## src/rtl/xy_pixel_writer.sv

```systemverilog
// xy_pixel_writer
//   Takes 11-bit x/y blob coordinates from the IR camera block, rejects no-blob and
//   out-of-range samples, averages 2**AVG_LOG2 consecutive valid samples, scales the
//   result from camera space to screen space by 5/8 and issues single-pixel write
//   requests to the framebuffer arbiter while the pen is down.
// Ports
//   clk         system clock
//   reset       synchronous, active-low reset
//   xy_valid    1-cycle strobe: x/y carry a new camera sample
//   x, y        camera coordinates; 1023 means no blob
//   pen_down    debounced pen button, level
//   wr_req      write request to the arbiter, held until wr_ack
//   wr_addr     linear pixel address, stable while wr_req is high
//   wr_data     pixel data (COLOUR), stable while wr_req is high
//   wr_ack      arbiter accepts the request in this cycle
//   busy        high while computing or requesting (state != ACC)
//   drop_count  samples discarded while busy, saturating at 255
module xy_pixel_writer #(
  parameter int unsigned       SCREEN_W = 640,
  parameter int unsigned       CAM_W    = 1024,
  parameter int unsigned       CAM_H    = 768,
  parameter int unsigned       AVG_LOG2 = 2,
  parameter int unsigned       ADDR_W   = 19,
  parameter int unsigned       DATA_W   = 8,
  parameter logic [DATA_W-1:0] COLOUR   = 8'hFF
) (
  input  logic              clk,
  input  logic              reset,
  input  logic              xy_valid,
  input  logic [10:0]       x,
  input  logic [10:0]       y,
  input  logic              pen_down,
  output logic              wr_req,
  output logic [ADDR_W-1:0] wr_addr,
  output logic [DATA_W-1:0] wr_data,
  input  logic              wr_ack,
  output logic              busy,
  output logic [7:0]        drop_count
);

  localparam int unsigned AccW = 11 + AVG_LOG2;
  localparam int unsigned CntW = AVG_LOG2 + 1;
  localparam logic [CntW-1:0] CntLast = CntW'((1 << AVG_LOG2) - 1);

  typedef enum logic [1:0] {StAcc, StCalc, StReq} state_e;

  state_e              state_q, state_d;
  logic [AccW-1:0]     sum_x_q, sum_x_d;
  logic [AccW-1:0]     sum_y_q, sum_y_d;
  logic [CntW-1:0]     cnt_q, cnt_d;
  logic                pen_q, pen_d;
  logic                last_valid_q, last_valid_d;
  logic [ADDR_W-1:0]   last_addr_q, last_addr_d;
  logic                wr_req_q, wr_req_d;
  logic [ADDR_W-1:0]   wr_addr_q, wr_addr_d;
  logic [DATA_W-1:0]   wr_data_q, wr_data_d;
  logic [7:0]          drop_q, drop_d;
  logic                busy_q, busy_d;

  logic                sample_ok;
  logic [10:0]         xa, ya;
  logic [12:0]         x_prod, y_prod;
  logic [9:0]          xs, ys;
  logic [ADDR_W-1:0]   calc_addr;

  assign sample_ok = (x != 11'd1023) && (y != 11'd1023) &&
                     (32'(x) < CAM_W) && (32'(y) < CAM_H);

  // Averaging and 5/8 scaling; 1022*5 fits in 13 bits so no product bit is lost.
  assign xa     = 11'(sum_x_q >> AVG_LOG2);
  assign ya     = 11'(sum_y_q >> AVG_LOG2);
  assign x_prod = {2'b00, xa} * 13'd5;
  assign y_prod = {2'b00, ya} * 13'd5;
  assign xs     = x_prod[12:3];
  assign ys     = y_prod[12:3];

  generate
    if (SCREEN_W == 640) begin : g_addr_640
      // 640 = 512 + 128, so the row multiply reduces to two shifts.
      assign calc_addr = (ADDR_W'(ys) << 9) + (ADDR_W'(ys) << 7) + ADDR_W'(xs);
    end else begin : g_addr_mul
      assign calc_addr = ADDR_W'(32'(ys) * SCREEN_W + 32'(xs));
    end
  endgenerate

  always_comb begin
    state_d      = state_q;
    sum_x_d      = sum_x_q;
    sum_y_d      = sum_y_q;
    cnt_d        = cnt_q;
    pen_d        = pen_q;
    last_valid_d = last_valid_q;
    last_addr_d  = last_addr_q;
    wr_req_d     = wr_req_q;
    wr_addr_d    = wr_addr_q;
    wr_data_d    = wr_data_q;
    drop_d       = drop_q;

    if (xy_valid && (state_q != StAcc) && (drop_q != 8'hFF)) begin
      drop_d = drop_q + 8'd1;
    end

    case (state_q)
      StAcc: begin
        if (xy_valid) begin
          if (sample_ok) begin
            sum_x_d = sum_x_q + AccW'(x);
            sum_y_d = sum_y_q + AccW'(y);
            cnt_d   = cnt_q + CntW'(1);
            if (cnt_q == CntLast) begin
              pen_d   = pen_down;
              state_d = StCalc;
            end
          end else begin
            // A no-blob sample breaks the run; partial averages are discarded.
            sum_x_d = '0;
            sum_y_d = '0;
            cnt_d   = '0;
          end
        end
      end
      StCalc: begin
        sum_x_d = '0;
        sum_y_d = '0;
        cnt_d   = '0;
        state_d = StAcc;
        if (!pen_q) begin
          // Pen lifted: the next stroke must draw even at the same pixel.
          last_valid_d = 1'b0;
        end else if (!(last_valid_q && (calc_addr == last_addr_q))) begin
          wr_addr_d = calc_addr;
          wr_data_d = COLOUR;
          wr_req_d  = 1'b1;
          state_d   = StReq;
        end
      end
      StReq: begin
        if (wr_ack) begin
          wr_req_d     = 1'b0;
          last_addr_d  = wr_addr_q;
          last_valid_d = 1'b1;
          state_d      = StAcc;
        end
      end
      default: state_d = StAcc;
    endcase

    busy_d = (state_d != StAcc);
  end

  always_ff @(posedge clk) begin
    if (!reset) begin
      state_q      <= StAcc;
      sum_x_q      <= '0;
      sum_y_q      <= '0;
      cnt_q        <= '0;
      pen_q        <= 1'b0;
      last_valid_q <= 1'b0;
      last_addr_q  <= '0;
      wr_req_q     <= 1'b0;
      wr_addr_q    <= '0;
      wr_data_q    <= '0;
      drop_q       <= '0;
      busy_q       <= 1'b0;
    end else begin
      state_q      <= state_d;
      sum_x_q      <= sum_x_d;
      sum_y_q      <= sum_y_d;
      cnt_q        <= cnt_d;
      pen_q        <= pen_d;
      last_valid_q <= last_valid_d;
      last_addr_q  <= last_addr_d;
      wr_req_q     <= wr_req_d;
      wr_addr_q    <= wr_addr_d;
      wr_data_q    <= wr_data_d;
      drop_q       <= drop_d;
      busy_q       <= busy_d;
    end
  end

  assign wr_req     = wr_req_q;
  assign wr_addr    = wr_addr_q;
  assign wr_data    = wr_data_q;
  assign busy       = busy_q;
  assign drop_count = drop_q;

endmodule

```

## config.mk

```make
export PLATFORM = sky130hd
export DESIGN_NAME = xy_pixel_writer
export DESIGN_NICKNAME = d
export VERILOG_FILES = /design/src/rtl/xy_pixel_writer.sv
export SDC_FILE = /design/constraint.sdc
export NUM_CORES = 1
export LEC_CHECK = 0
export ABC_CLOCK_PERIOD_IN_PS = 5600
export CAP_MARGIN = 10
export CORE_ASPECT_RATIO = 0.5
export CORE_MARGIN = 2
export CORE_UTILIZATION = 53
export DETAILED_ROUTE_END_ITERATION = 16
export GPL_TIMING_DRIVEN = 1
export PLACE_DENSITY = 0.78
export SYNTH_ARGS = -nofsm -noshare
export SYNTH_HDL_FRONTEND = slang
export SYNTH_SLANG_ARGS = --single-unit
```

## constraint.sdc

```tcl
create_clock -name clk -period 5.6 [get_ports clk]
set_input_delay 1.12 -clock clk [delete_from_list [all_inputs] [get_ports clk]]
set_output_delay 1.12 -clock clk [all_outputs]
set_load 0.01 [all_outputs]
```

# Yosys cells after proc, flatten, opt, wreduce, memory -nomap -nowiden

Index checks and enable logic that the tools add are counted.
W data, S select, Z words.

Multipliers: 2
Eq/ne operators: 12
Magnitude comparators: 2
Reduce and logical (&&, ||, !) cells: 17
$add $sub $neg: 6
Bitwise logic cells: 1
Muxes and demuxes: 23

Operator list:

| operator                | count |
|---|---|
| $mux W13                | 4 |
| $pmux W13 S2            | 2 |
| $add A13 B11 Y13        | 2 |
| $mul A11 B3 Y13 const B | 2 |
| $ne A11 B10 Y1 const B  | 2 |
| $add A19 B10 Y19        | 1 |
| $add A19 B17 Y19        | 1 |
| $eq A19 B19 Y1          | 1 |
| $mux W2                 | 6 |
| $lt A11 B10 Y1 const B  | 1 |
| $lt A11 B11 Y1 const B  | 1 |
| $ne A2 B2 Y1 const B    | 5 |
| $add A8 B1 Y8 const B   | 1 |
| $ne A8 B8 Y1 const B    | 1 |
| $reduce_and A4 Y1       | 2 |
| $reduce_bool A2 Y1      | 4 |
| $logic_and A1 B1 Y1     | 6 |
| $mux W3                 | 2 |
| $pmux W2 S3             | 1 |
| $pmux W3 S2             | 1 |
| $reduce_and A3 Y1       | 2 |
| $mux W1                 | 5 |
| $pmux W1 S2             | 2 |
| $reduce_and A2 Y1       | 2 |
| other kinds (6)         | 6 |

Input bits: 27
Word-level logic and storage cells: 75
Flip-flop bits (word level): 82
Output and inout port bits: 37

# Longest topological paths before layout

Depth in word-level cells: 9
Gate-level depth with buffers: 23
Mapped depth without buffers: 22

# Worst setup path before layout

OpenSTA, ideal clock, no wires.

Kind: register -> register
Start point: reg sum_x_q[4]
End point: reg wr_addr_q[10] (netlist: wr_addr[10])
Period minus slack after synthesis: 5.579 ns
Required time: 5.528 ns
Path buffers: 1
Path slack: 0.021 ns
Library setup time: 0.072 ns
Stages on the path, launching flop included: 23
Arrival: 5.507 ns
Path through: dfxtp_1 > ha_1 > ha_1 > a211oi_1 > o21bai_1 > a21oi_1 > o21ai_0 > a21oi_1 > o21bai_1 > a21oi_1 > xor2_1 > fa_1 > inv_1 > fa_1 > a211o_1 > a21o_1 > a2111o_1 > nand2_2 > xnor3_1 > or4_4 > o21ai_4 > buf_8 > mux2i_1

Cells in the longest elaborated chain, start to end: 6

Ends and longest elaborated chain:

| what                        | line | RTL |
|---|---|---|
| start: declaration          | 48   | `logic [AccW-1:0] sum_x_q, sum_x_d;` |
| start signal: assignment    | 167  | `sum_x_q <= sum_x_d;` |
| $mul A11 B3 Y13 (*)         | 72   | `assign x_prod = {2'b00, xa} * 13'd5;` |
| $add A19 B10 Y19 (*)        | 80   | `assign calc_addr = (ADDR_W'(ys) << 9) + (ADDR_W'(ys) << 7) + ADDR_W'(xs);` |
| $eq A19 B19 Y1              | 130  | `end else if (!(last_valid_q && (calc_addr == last_addr_q))) begin` |
| $logic_and A1 B1 Y1         | 130  |  |
| $not A1 Y1 (no line)        | --   |  |
| $reduce_and A3 Y1 (no line) | --   |  |
| end signal: assignment      | 174  | `wr_addr_q <= wr_addr_d;` |
| end: declaration            | 55   | `logic [ADDR_W-1:0] wr_addr_q, wr_addr_d;` |

Mark *: on every way between the ends. The rest lies on a longest branch, timed or not.
A chain may end at the register's enable or synchronous reset.

# Worst setup path after layout

Start point: reg sum_x_q[4]
End point: reg wr_addr_q[1] (netlist: wr_addr[1])

The elaborated chain is that of the path after synthesis.

==> impl_metrics.py <==
metrics = {
    "outcome": {
        "status": "finished with violations",
        "violations": "negative setup slack",
    },
    "yosys": {
        "syn_area_per_cell_um2": 8.25,
        "synth_edf_count": 0,
        "yosysWarnings": 0,
        "synth_fp_nets": 872,
        "postSynthCellCount": 761,
        "synth_ff_type": "dfxtp_1",
        "ys_seq_area_frac": 0.262,
        "synthDistinctLibCells": 65,
        "yosys_register_bits": 82,
        "async_flop_share": 0,
        "netlist_area_mm2": 0.00628,
    },
    "grt": {
        "track_usage": 0.255,
        "antenna_found_initial": 0,
        "overflow": 0,
        "grt_pass1_wl_um": 25900,
        "grt_max_degree": 41,
        "grt_pass1_vias": 5239,
    },
    "clock_network": {
        "cts_buffers": 9,
        "tritoncts": "built",
        "holdBufCountCts": 0,
        "numClockSinks": 82,
        "insertion_delay_ns": 0.34,
        "clockBufferDepth": 2,
        "htreeDepth": 3,
        "clk_pin_slew_worst_paths_ns": 0.06,
        "root_buffer": "clkbuf_16",
    },
    "sta": {
        "grt_setup_unrepaired": "true",
        "worst_slew_pin_slew_ns": 0.714,
        "finalSetupViolCount": 21,
        "clock.fmax_mhz": 175,
        "hold_viol": 0,
        "relSlewSlack": 0.523,
        "period_share": 1.02,
        "final-max-slew-violation-count": 0,
        "fin_skew_ns": 0.00848,
        "fin_tns_setup_ns": -1.88,
        "worst_slack_ns": -0.118,
        "min_period_ns": 5.72,
    },
    "die": {
        "dieArea_mm2": 0.0128,
        "io-pin-count": 64,
        "rows": 28,
        "fp.dieH_um": 80.9,
        "core_mm2": 0.0117,
        "start_util": 0.538,
        "die_w_um": 158,
    },
    "finish": {
        "layout.nets": 949,
        "final_cell_mix": "nand2_1 (109), dfxtp_1 (78), ha_1 (71), clkdlybuf4s50_1 (63), nor2_1 (60)",
        "drive_above_1_share": 0.123,
        "multi_input_area_mm2": 0.00448,
        "final_common_cell": "nand2_1",
        "diodes": 0,
        "regArea_mm2": 0.00165,
        "syn_to_final_growth_pct": 24.0,
        "fillers": 935,
    },
    "critical_path": {
        "max_stage_delay_ns": 0.56,
        "rr_worst_depth": 24,
        "slowest_stage": "or4_4",
        "cp_cell_sequence": "buf_6 -> and2_4 -> ha_4 -> fa_2 -> a211oi_4 -> nor3b_2 -> nor2_1 -> nor2_1 -> o21ai_1 -> nand2b_1 -> a21oi_2 -> xnor2_1 -> ha_1 -> ha_4 -> fa_2 -> a211o_1 -> a21o_1 -> a2111o_1 -> nand2_2 -> xnor3_1 -> or4_4 -> o21ai_4 -> buf_6 -> mux2i_1",
        "cp-end-kind": "flip-flop",
        "cp.required_ns": 5.87,
        "worstSetupPathType": "reg2reg",
        "critPathMaxFanout": 6,
        "critical_path_arrival_ns": 5.99,
        "cp-start-kind": "flip-flop",
    },
    "power": {
        "powerDensity_mw_per_mm2": 193,
        "peakVddDrop_mv": 0.134,
        "leakage_nw": 3.43,
    },
    "drt": {
        "first_pass_iters": 5,
        "wl_per_cell_um": 16.4,
        "vias_per_cell": 5.75,
        "drt_wl_total_um": 16600,
        "drc": 0,
        "drt_iter0_drc": 547,
        "ant_nets": 0,
        "vias": 5799,
    },
    "place": {
        "hpwlAfterDp_um": 11800,
        "gp_congestion": 0.963,
        "port_buffers": 63,
        "preCtsSetupSlack_ns": -0.208,
    },
    "hold_path": {
        "holdPathStages": 2,
        "hold_path_class": "reg2reg",
    },
    "flow_run": {
        "max_cap_violations": 0,
    },
}
[Yosys cell counts (all sizes together) (3+ instances only)]
cell type    n  area (µm²)
a21o        13        98.9
fa           6         120
nor3b        5        37.5
and2         8        51.3
or2          6        37.5
or4          3        26.3
nor4         4        25.0
inv         23        86.3
dfxtp       82        1640
o211ai       5        37.5
a22oi       19         143
and3         5        31.3
o2111ai      6        52.6
buf         16         116
ha          78         976
clkbuf      24        90.1
nand2      110         415
nand3       17        85.1
a21oi       56         280
nor3        14        70.1
mux2i       23         230
a31oi        6        37.5
xor2        24         210
nand3b       3        22.5
or3         12        75.1
nor2        60         225
or4b         4        40.0
a211oi      13        97.6
nand4       12        75.1
a211o        4        35.0
xnor2       25         219
nand2b       7        43.8
o21ai       25         136
o21bai      11        82.6
[metrics by stage]
| step | hold WS (ns) | cell area [µm²] | util | instances | power (mW) |
|---|---|---|---|---|---|
| global route | 0.464 | 7780 | 0.667 | 1008 | 1.55 |
| CTS | 0.463 | 7600 | 0.651 | 1000 | 1.50 |
| global placement | 0.447 | 7160 | 0.614 | 981 | 0.765 |
| detailed placement | 0.454 | 7160 | 0.614 | 981 | 0.768 |
| finish | 0.454 | 7780 | 0.667 | 1008 | 1.50 |
| floorplan | 0.437 | 6280 | - | 761 | 0.712 |
[report_power, final]
| part | total, mW | internal [mW] | switching [mW] |
|---|---|---|---|
| clock network | 0.735 | 0.493 | 0.242 |
| logic | 0.175 | 0.0768 | 0.0979 |
| registers | 0.592 | 0.587 | 0.00483 |
| total | 1.50 | 1.16 | 0.345 |
[cell type report]
cell class / instances / share of cell area
tap: 165 / 0.0265
clock inverter: 5 / 0.0161
sequential: 82 / 0.212
timing repair buffer: 106 / 0.127
clock buffer: 11 / 0.0312
multi-input combinational: 616 / 0.576
inverter: 23 / 0.0111
[per-layer routing]
metal  GRT usage  vias to the layer above  wire length (µm)
met5           0                        -                 0
met4      0.0609                        0               306
met3      0.0427                       31               977
met2       0.394                      192              7050
met1       0.372                     2684              8220
li1            -                     2892                 -
[worst max-delay path: cells and delay by family, from the launching register on]
kind	cells	cell delay (ns)
AO/OA/AOI/OAI	7	1.86
multiplexers	1	0.19
XOR/XNOR	2	0.37
flip-flops	1	0.34
AND/OR/NAND/NOR	7	1.14
buffers and inverters	2	0.30
adder cells (fa/ha/maj)	5	1.45
[logic make-up after synthesis]
| logic type | after synthesis | share of synthesized area |
|---|---|---|
| compound gates | 176 | 0.185 |
| buf+inv | 63 | 0.0467 |
| simple gates | 279 | 0.213 |
| flops | 82 | 0.262 |
| mux | 25 | 0.0403 |
| fa+ha+maj | 84 | 0.175 |
| xor+xnor | 52 | 0.0793 |
[repair_timing]
action / in CTS / in global routing
resized for setup: 9 / 31
pin swaps: 8 / 28
cloned: 1 / 0
setup buffers: 2 / 8
endpoints found under the setup margin: 23 / 23
[state kept, by name (all words and copies together), names as in the netlist]
name / count
cnt_q: 3
wr_data: 1
last_addr_q: 19
wr_addr: 19
drop_count: 8
last_valid_q: 1
busy: 1
sum_y_q: 13
wr_req: 1
pen_q: 1
sum_x_q: 13
state_q: 2
[worst paths after layout]
kind / endpoint / from / slack, ns
worst max-delay path: wr_addr[1] / sum_x_q[4] / -0.12
worst min register to register: wr_req / wr_req / 0.45
worst max register to register: wr_addr[1] / sum_x_q[4] / -0.12
worst min-delay path: wr_req / wr_req / 0.45
Note: power is estimated with default switching activity, not from simulation.
